==> src/rtl/bsg_cover_pkg.sv <==
// Shared types and constants for the coverage packer.
// Optional feature macro used by the packer: BSG_COVER_PACKER_TRAILER_EN.
package bsg_cover_pkg;

    // Packer FSM states; StTrail is only reachable with the trailer build.
    typedef enum logic [2:0] {
        StIdle,
        StHdr,
        StData,
        StEnd,
        StTrail
    } cover_state_e;

    // Default header field widths (match the packer's default parameters).
    localparam int unsigned DefIdWidth  = 8;
    localparam int unsigned DefElsWidth = 16;
    localparam int unsigned DefLenWidth = 8;

    // Header layout: id sits in the LSBs, len in the MSBs.
    typedef struct packed {
        logic [DefLenWidth-1:0] len;
        logic [DefElsWidth-1:0] els;
        logic [DefIdWidth-1:0]  id;
    } cover_hdr_t;

    // Fill bit replicated across the whole end-of-packet beat.
    localparam logic        EndBeatFill  = 1'b1;
    // Magic tag in the top 16 bits of a trailer beat.
    localparam logic [15:0] TrailerMagic = 16'hC0DE;

    // Width of a channel index; at least one bit even for a single channel.
    function automatic int unsigned ptr_width(input int unsigned n);
        return (n > 1) ? $clog2(n) : 1;
    endfunction

endpackage

==> src/rtl/bsg_cover_rr_arb.sv <==
// Round-robin arbiter over the collector header requests.
// The search starts at the channel after the last advanced grant.
module bsg_cover_rr_arb
    import bsg_cover_pkg::*;
#(
    parameter int unsigned num_p = 4,
    localparam int unsigned PtrW = ptr_width(num_p)
) (
    input  logic            clk_i,
    input  logic            reset_i,
    input  logic [num_p-1:0] reqs_i,
    input  logic            advance_i,
    input  logic [PtrW-1:0] adv_id_i,
    output logic [num_p-1:0] grant_oh_o,
    output logic [PtrW-1:0] grant_id_o,
    output logic            grant_v_o
);

    logic [PtrW-1:0] ptr_q, ptr_d;

    // First requester at or after the pointer, wrapping at num_p.
    always_comb begin
        int unsigned c;
        c          = 0;
        grant_v_o  = 1'b0;
        grant_id_o = '0;
        grant_oh_o = '0;
        for (int unsigned i = 0; i < num_p; i++) begin
            c = 32'(ptr_q) + i;
            if (c >= num_p) begin
                c = c - num_p;
            end
            if (!grant_v_o && reqs_i[c]) begin
                grant_v_o  = 1'b1;
                grant_id_o = PtrW'(c);
            end
        end
        if (grant_v_o) begin
            grant_oh_o[grant_id_o] = 1'b1;
        end
    end

    // Pointer moves past the channel that just completed; held at 0 for one channel.
    always_comb begin
        ptr_d = ptr_q;
        if (num_p > 1 && advance_i) begin
            if (adv_id_i == PtrW'(num_p - 1)) begin
                ptr_d = '0;
            end else begin
                ptr_d = adv_id_i + PtrW'(1);
            end
        end
    end

    // Pointer register.
    always_ff @(posedge clk_i) begin
        if (reset_i) begin
            ptr_q <= '0;
        end else begin
            ptr_q <= ptr_d;
        end
    end

endmodule

==> src/rtl/bsg_cover_packer.sv <==
// Packs drains from num_p coverage collectors into framed packets
// (header beat, data beats, closing beat) on one stream, and sequences
// host drain requests across all collectors.
// Optional: define BSG_COVER_PACKER_TRAILER_EN to close every packet with a
// counted trailer beat instead of tagging the last data beat / end beat.
module bsg_cover_packer
    import bsg_cover_pkg::*;
#(
    parameter int unsigned num_p       = 4,
    parameter int unsigned out_width_p = 64,
    parameter int unsigned id_width_p  = 8,
    parameter int unsigned els_width_p = 16,
    parameter int unsigned len_width_p = 8
) (
    input  logic                         clk_i,
    input  logic                         reset_i,
    input  logic                         drain_i,
    output logic [num_p-1:0]             drain_o,
    input  logic [num_p-1:0]             gate_i,
    output logic                         drain_done_o,
    input  logic [num_p-1:0]             id_v_i,
    input  logic [num_p*id_width_p-1:0]  id_i,
    input  logic [num_p*els_width_p-1:0] els_i,
    input  logic [num_p*len_width_p-1:0] len_i,
    output logic [num_p-1:0]             ready_o,
    input  logic [num_p-1:0]             v_i,
    input  logic [num_p-1:0]             last_i,
    input  logic [num_p*out_width_p-1:0] data_i,
    output logic                         v_o,
    output logic                         last_o,
    output logic [out_width_p-1:0]       data_o,
    input  logic                         ready_i
);

    localparam int unsigned PtrW = ptr_width(num_p);
    localparam int unsigned HdrW = id_width_p + els_width_p + len_width_p;

    cover_state_e     state_q, state_d;
    logic [PtrW-1:0]  grant_q, grant_d;
    logic [num_p-1:0] grant_oh_q, grant_oh_d;
    logic [num_p-1:0] pending_q, pending_d;
    logic             active_q, active_d;

`ifdef BSG_COVER_PACKER_TRAILER_EN
    localparam int unsigned CntW = out_width_p / 2;
    logic [CntW-1:0] cnt_q, cnt_d;
`endif

    logic [num_p-1:0] arb_oh;
    logic [PtrW-1:0]  arb_id;
    logic             arb_v;
    logic             rr_adv;
    logic             hdr_xfer;

    bsg_cover_rr_arb #(
        .num_p(num_p)
    ) u_arb (
        .clk_i     (clk_i),
        .reset_i   (reset_i),
        .reqs_i    (id_v_i),
        .advance_i (rr_adv),
        .adv_id_i  (grant_q),
        .grant_oh_o(arb_oh),
        .grant_id_o(arb_id),
        .grant_v_o (arb_v)
    );

    // Fields of the currently granted channel.
    logic [id_width_p-1:0]  id_g;
    logic [els_width_p-1:0] els_g;
    logic [len_width_p-1:0] len_g;
    logic [out_width_p-1:0] data_g;
    logic                   v_g, last_g, gate_g;

    assign id_g   = id_i[grant_q*id_width_p +: id_width_p];
    assign els_g  = els_i[grant_q*els_width_p +: els_width_p];
    assign len_g  = len_i[grant_q*len_width_p +: len_width_p];
    assign data_g = data_i[grant_q*out_width_p +: out_width_p];
    assign v_g    = v_i[grant_q];
    assign last_g = last_i[grant_q];
    assign gate_g = gate_i[grant_q];

    assign hdr_xfer = (state_q == StHdr) && ready_i;
    assign drain_o  = pending_q;

    // Packet FSM: next state and the stream/ready outputs.
    always_comb begin
        state_d    = state_q;
        grant_d    = grant_q;
        grant_oh_d = grant_oh_q;
        rr_adv     = 1'b0;
        v_o        = 1'b0;
        last_o     = 1'b0;
        data_o     = '0;
        ready_o    = '0;
`ifdef BSG_COVER_PACKER_TRAILER_EN
        cnt_d      = cnt_q;
`endif
        unique case (state_q)
            StIdle: begin
                if (arb_v) begin
                    grant_d    = arb_id;
                    grant_oh_d = arb_oh;
                    state_d    = StHdr;
                end
            end
            StHdr: begin
                v_o              = 1'b1;
                data_o[HdrW-1:0] = {len_g, els_g, id_g};
                ready_o          = grant_oh_q & {num_p{ready_i}};
                if (ready_i) begin
                    state_d = StData;
`ifdef BSG_COVER_PACKER_TRAILER_EN
                    cnt_d   = '0;
`endif
                end
            end
            StData: begin
                v_o     = v_g;
                data_o  = data_g;
                ready_o = grant_oh_q & {num_p{ready_i}};
`ifdef BSG_COVER_PACKER_TRAILER_EN
                last_o  = 1'b0;
`else
                last_o  = last_g;
`endif
                if (v_g && ready_i) begin
`ifdef BSG_COVER_PACKER_TRAILER_EN
                    cnt_d = cnt_q + CntW'(1);
`endif
                    if (last_g) begin
                        rr_adv  = 1'b1;
`ifdef BSG_COVER_PACKER_TRAILER_EN
                        state_d = StTrail;
`else
                        state_d = StIdle;
`endif
                    end
                end else if (!gate_g && !v_g) begin
                    // Collector went back to FILL with nothing to send.
`ifdef BSG_COVER_PACKER_TRAILER_EN
                    state_d = StTrail;
`else
                    state_d = StEnd;
`endif
                end
            end
            StEnd: begin
                v_o    = 1'b1;
                last_o = 1'b1;
                data_o = {out_width_p{EndBeatFill}};
                if (ready_i) begin
                    state_d = StIdle;
                end
            end
            StTrail: begin
`ifdef BSG_COVER_PACKER_TRAILER_EN
                v_o                               = 1'b1;
                last_o                            = 1'b1;
                data_o[out_width_p-1 -: 16]       = TrailerMagic;
                data_o[CntW-1:0]                  = cnt_q;
                if (ready_i) begin
                    state_d = StIdle;
                end
`else
                state_d = StIdle;
`endif
            end
            default: begin
                state_d = StIdle;
            end
        endcase
    end

    // Drain bookkeeping: a new host request always wins over a clearing header.
    always_comb begin
        pending_d    = pending_q;
        active_d     = active_q;
        drain_done_o = active_q && (pending_q == '0) && (state_q == StIdle);
        if (drain_done_o) begin
            active_d = 1'b0;
        end
        if (hdr_xfer) begin
            pending_d = pending_q & ~grant_oh_q;
        end
        if (drain_i) begin
            pending_d = '1;
            active_d  = 1'b1;
        end
    end

    // State registers.
    always_ff @(posedge clk_i) begin
        if (reset_i) begin
            state_q    <= StIdle;
            grant_q    <= '0;
            grant_oh_q <= '0;
            pending_q  <= '0;
            active_q   <= 1'b0;
        end else begin
            state_q    <= state_d;
            grant_q    <= grant_d;
            grant_oh_q <= grant_oh_d;
            pending_q  <= pending_d;
            active_q   <= active_d;
        end
    end

`ifdef BSG_COVER_PACKER_TRAILER_EN
    // Data-beat counter for the trailer.
    always_ff @(posedge clk_i) begin
        if (reset_i) begin
            cnt_q <= '0;
        end else begin
            cnt_q <= cnt_d;
        end
    end
`endif

endmodule

==> config.mk <==
export PLATFORM = sky130hd
export DESIGN_NAME = bsg_cover_packer
export DESIGN_NICKNAME = d
export VERILOG_FILES = /design/src/rtl/bsg_cover_pkg.sv /design/src/rtl/bsg_cover_rr_arb.sv /design/src/rtl/bsg_cover_packer.sv
export SDC_FILE = /design/constraint.sdc
export NUM_CORES = 1
export LEC_CHECK = 0
export ABC_AREA = 1
export BUFFER_PORTS_ARGS = -buffer_cell sky130_fd_sc_hd__buf_2
export CAP_MARGIN = 20
export CORE_AREA = 2 2 187 189
export CTS_BUF_LIST = sky130_fd_sc_hd__clkbuf_8
export DETAILED_ROUTE_END_ITERATION = 16
export DIE_AREA = 0 0 189 191
export GPL_ROUTABILITY_DRIVEN = 0
export PLACE_DENSITY_LB_ADDON = 0.1
export SYNTH_ARGS = -nofsm -noshare
export SYNTH_HDL_FRONTEND = slang
export SYNTH_SLANG_ARGS = --single-unit
==> constraint.sdc <==
create_clock -name clk_i -period 2.6 [get_ports clk_i]
set_input_delay 0.13 -clock clk_i [delete_from_list [all_inputs] [get_ports clk_i]]
set_output_delay 0.13 -clock clk_i [all_outputs]
set_load 0.02 [all_outputs]
==> out/summary.txt <==
Startpoint types - register
Via-to-Cell Ratio - 4.39
Finished Cell Area - 0.00765 mm^2
CP cell instances - buf_12 > o21ai_0 > o22ai_1 > nand2_1 > nand3_1 > nand2_1 > inv_1 > buf_2
Final WL - 33,100 um
RSZ-0062 raised after global routing - false
Critical path's top delay family - buffers and inverters
R2R setup slack - 0.55 ns
CTS H-Tree Depth - 1
Most common cell after layout, fill and taps aside - buf_2
Post-CTS Setup Bufs - 0
CTS hold repair buffers - 0
Crit path max fanout - 149
Core ar. - 0.0341 mm^2
Synth unique cells - 27
Synth Area in Simple Gates - 0.515
Crit path top cell by count - nand2_1
Slew HR - 0.485
First-pass GRT wire length - 48,400 um
Layout cells sized above 1 - 0.376
Setup TNS - 0 ns
Router iterations before antenna repair - 5
Mapped Cells - 978
R2R depth - 8
CTS resizes - 0
CTS Buf Count - 3
Detail Placement HPWL - 26,100 um
Die Ht - 191 um
DRC viols - 0
ANT nets after route - 0
Final Net Count - 1,806
Compound-Gate Fraction of Synth Area - 0.278
Critical path type - register to output port
Worst-Skew Late Latency - 0.25 ns
Reg clk slew, reported paths - 0.06 ns
Worst Max-Slew Pin Slew - 0.773 ns
Dpl ws - 0.530 ns
Outcome - completed
WP depth - 8
Synth top area cells - nand2_1 (27%), nand3_1 (15%), a21oi_1 (8.5%), o21ai_0 (7.9%), a221o_1 (6.7%)
Post-synth EDFFs - 0
Slowest stage cell, crit path - buf_12
Hold Path Class - input port to register
Avg Cell Area, Syn - 4.87 um^2
IO Port Bufs - 478
Xor/xnor share of the synthesized area - 0
Biggest area consumer among synthesized cells - nand2_1
Mux cell area share after synthesis - 0
CTS tree - done
Period minus WS final - 2.37 ns
Most frequent cells in the layout - buf_2 (478), nand2_1 (346), nand3_1 (146)
Final period utilization - 0.912
Layout Cells excl Fill - 1,853
Sequential share of the synthesized area - 0.0631
Critical Path RT - 2.47 ns
Vias in the first global route - 7,888
Synth-to-Final Area Change - 60.7%
Hold path cells - 2
Post-Place Cell Area - 0.00759 mm^2
Initial antenna violation count - 6
Max-slew violation count - 0
Synth Register Bits - 15
Max VDD drop - 0.000345 V
Via count - 8,143
Clk sinks - 15
Synthesized area - 0.00476 mm^2
Largest net degree at the start of global routing - 150
Row cnt - 68
Top FF cell, synth - dfxtp_1
Total of warnings raised by yosys - 0
Final hold viol count - 0
GR Util All Layers - 0.170
Routed WL per cell - 17.9 um
Crit. End Element - output port
Initial core utilization - 0.139
P_leak - 0.00456 uW
Final Skew - 0.00127 ns
Syn Nets - 1,388
Clk buf depth - 2
CP max stage delay - 0.39 ns
Post-synth ARST share - 0
PwrDens - 715 mW/mm^2
Die X - 189 um
Buf/Inv on CP - 3
GRT Residual Overflow - 0
Clk root buf - clkbuf_8
Adder-cell area share of the yosys netlist - 0.0158
DRT iter0 DRCs - 376
Final worst setup slack - 0.229 ns
Total Die Area - 0.0361 mm^2
Setup Viol. Count Final - 0
Fillcell total - 4,080
Placed cells - 1,846
Max-cap violation count - 0
Critical Path AT - 2.24 ns
IO Pins - 479
Post-synth top area share - 0.273
Largest family of logic cells by synthesized area - simple AND/OR/NAND/NOR gates
FMAX - 0.422 GHz
[flip-flops by register name (all words and copies together), names as in the netlist]
register     cells
grant_q          2
grant_oh_q       4
active_q         1
u_arb.ptr_q      2
drain_o          4
state_q          2
[layer usage]
layer	global-route usage	wire (um)	up-vias
met5	0	29	-
met4	0.0171	284	4
met3	0.0244	1900	18
met2	0.304	16200	294
met1	0.223	14700	3716
li1	-	-	4111
[power breakdown]
part | total [uW] | internal (uW) | switching (uW)
sequential | 351 | 279 | 71.9
combinational | 4930 | 1640 | 3290
clock | 193 | 106 | 87.0
total | 5470 | 2020 | 3450
[logic make-up (layout without fill, tap and decap cells)]
| group | Yosys count | count (layout) |
|---|---|---|
| buffers and inverters | 147 | 564 |
| adder cells (fa/ha/maj) | 6 | 6 |
| AO/OA/AOI/OAI | 223 | 223 |
| other | 0 | 3 |
| AND/OR/NAND/NOR | 587 | 587 |
| flip-flops | 15 | 15 |
[synth_stat cells (2+ instances only)]
master,instances
nand2_1,346
nand3_1,146
ha_1,6
nor2_4,2
buf_2,31
inv_2,3
a21oi_1,81
o22ai_1,32
o21ai_0,75
nand2_2,6
inv_1,56
buf_4,3
nor3_1,5
nor2_1,77
clkbuf_1,41
a31oi_1,2
a221o_1,32
dfxtp_1,15
nand2_4,2
buf_1,10
[final timing paths]
kind               from            end
max          grant_q[0]     data_o[10]
min             reset_i  grant_oh_q[0]
max reg2reg  grant_q[1]     state_q[1]
min reg2reg    active_q       active_q
[layout make-up]
type	count	area, um^2	share of cell area
clock buffers	3	41.3	0.00540
multi-input cells	816	3850	0.504
well taps	455	569	0.0744
diodes	3	7.51	0.000982
repair buffers	500	2630	0.344
inverters	60	231	0.0303
flip-flops and latches	15	308	0.0402
clock inverters	1	5.00	0.000654
[per-stage QoR]
stage	hold WS, ns	util	power [uW]
detailed placement	0.462	0.223	5360
finish	0.216	0.224	5470
global placement	0.454	0.223	5390
global route	0.238	0.224	6050
CTS	0.203	0.224	5570
floorplan	0.199	-	3490
[worst reg2reg max path: cells and delay by family, from the launching register on]
family                 cells  cell delay [ns]
buffers and inverters      1             0.51
AND/OR/NAND/NOR            5             0.59
AO/OA/AOI/OAI              2             0.33
flip-flops                 1             0.52
Note: power is estimated with default switching activity, not from simulation.
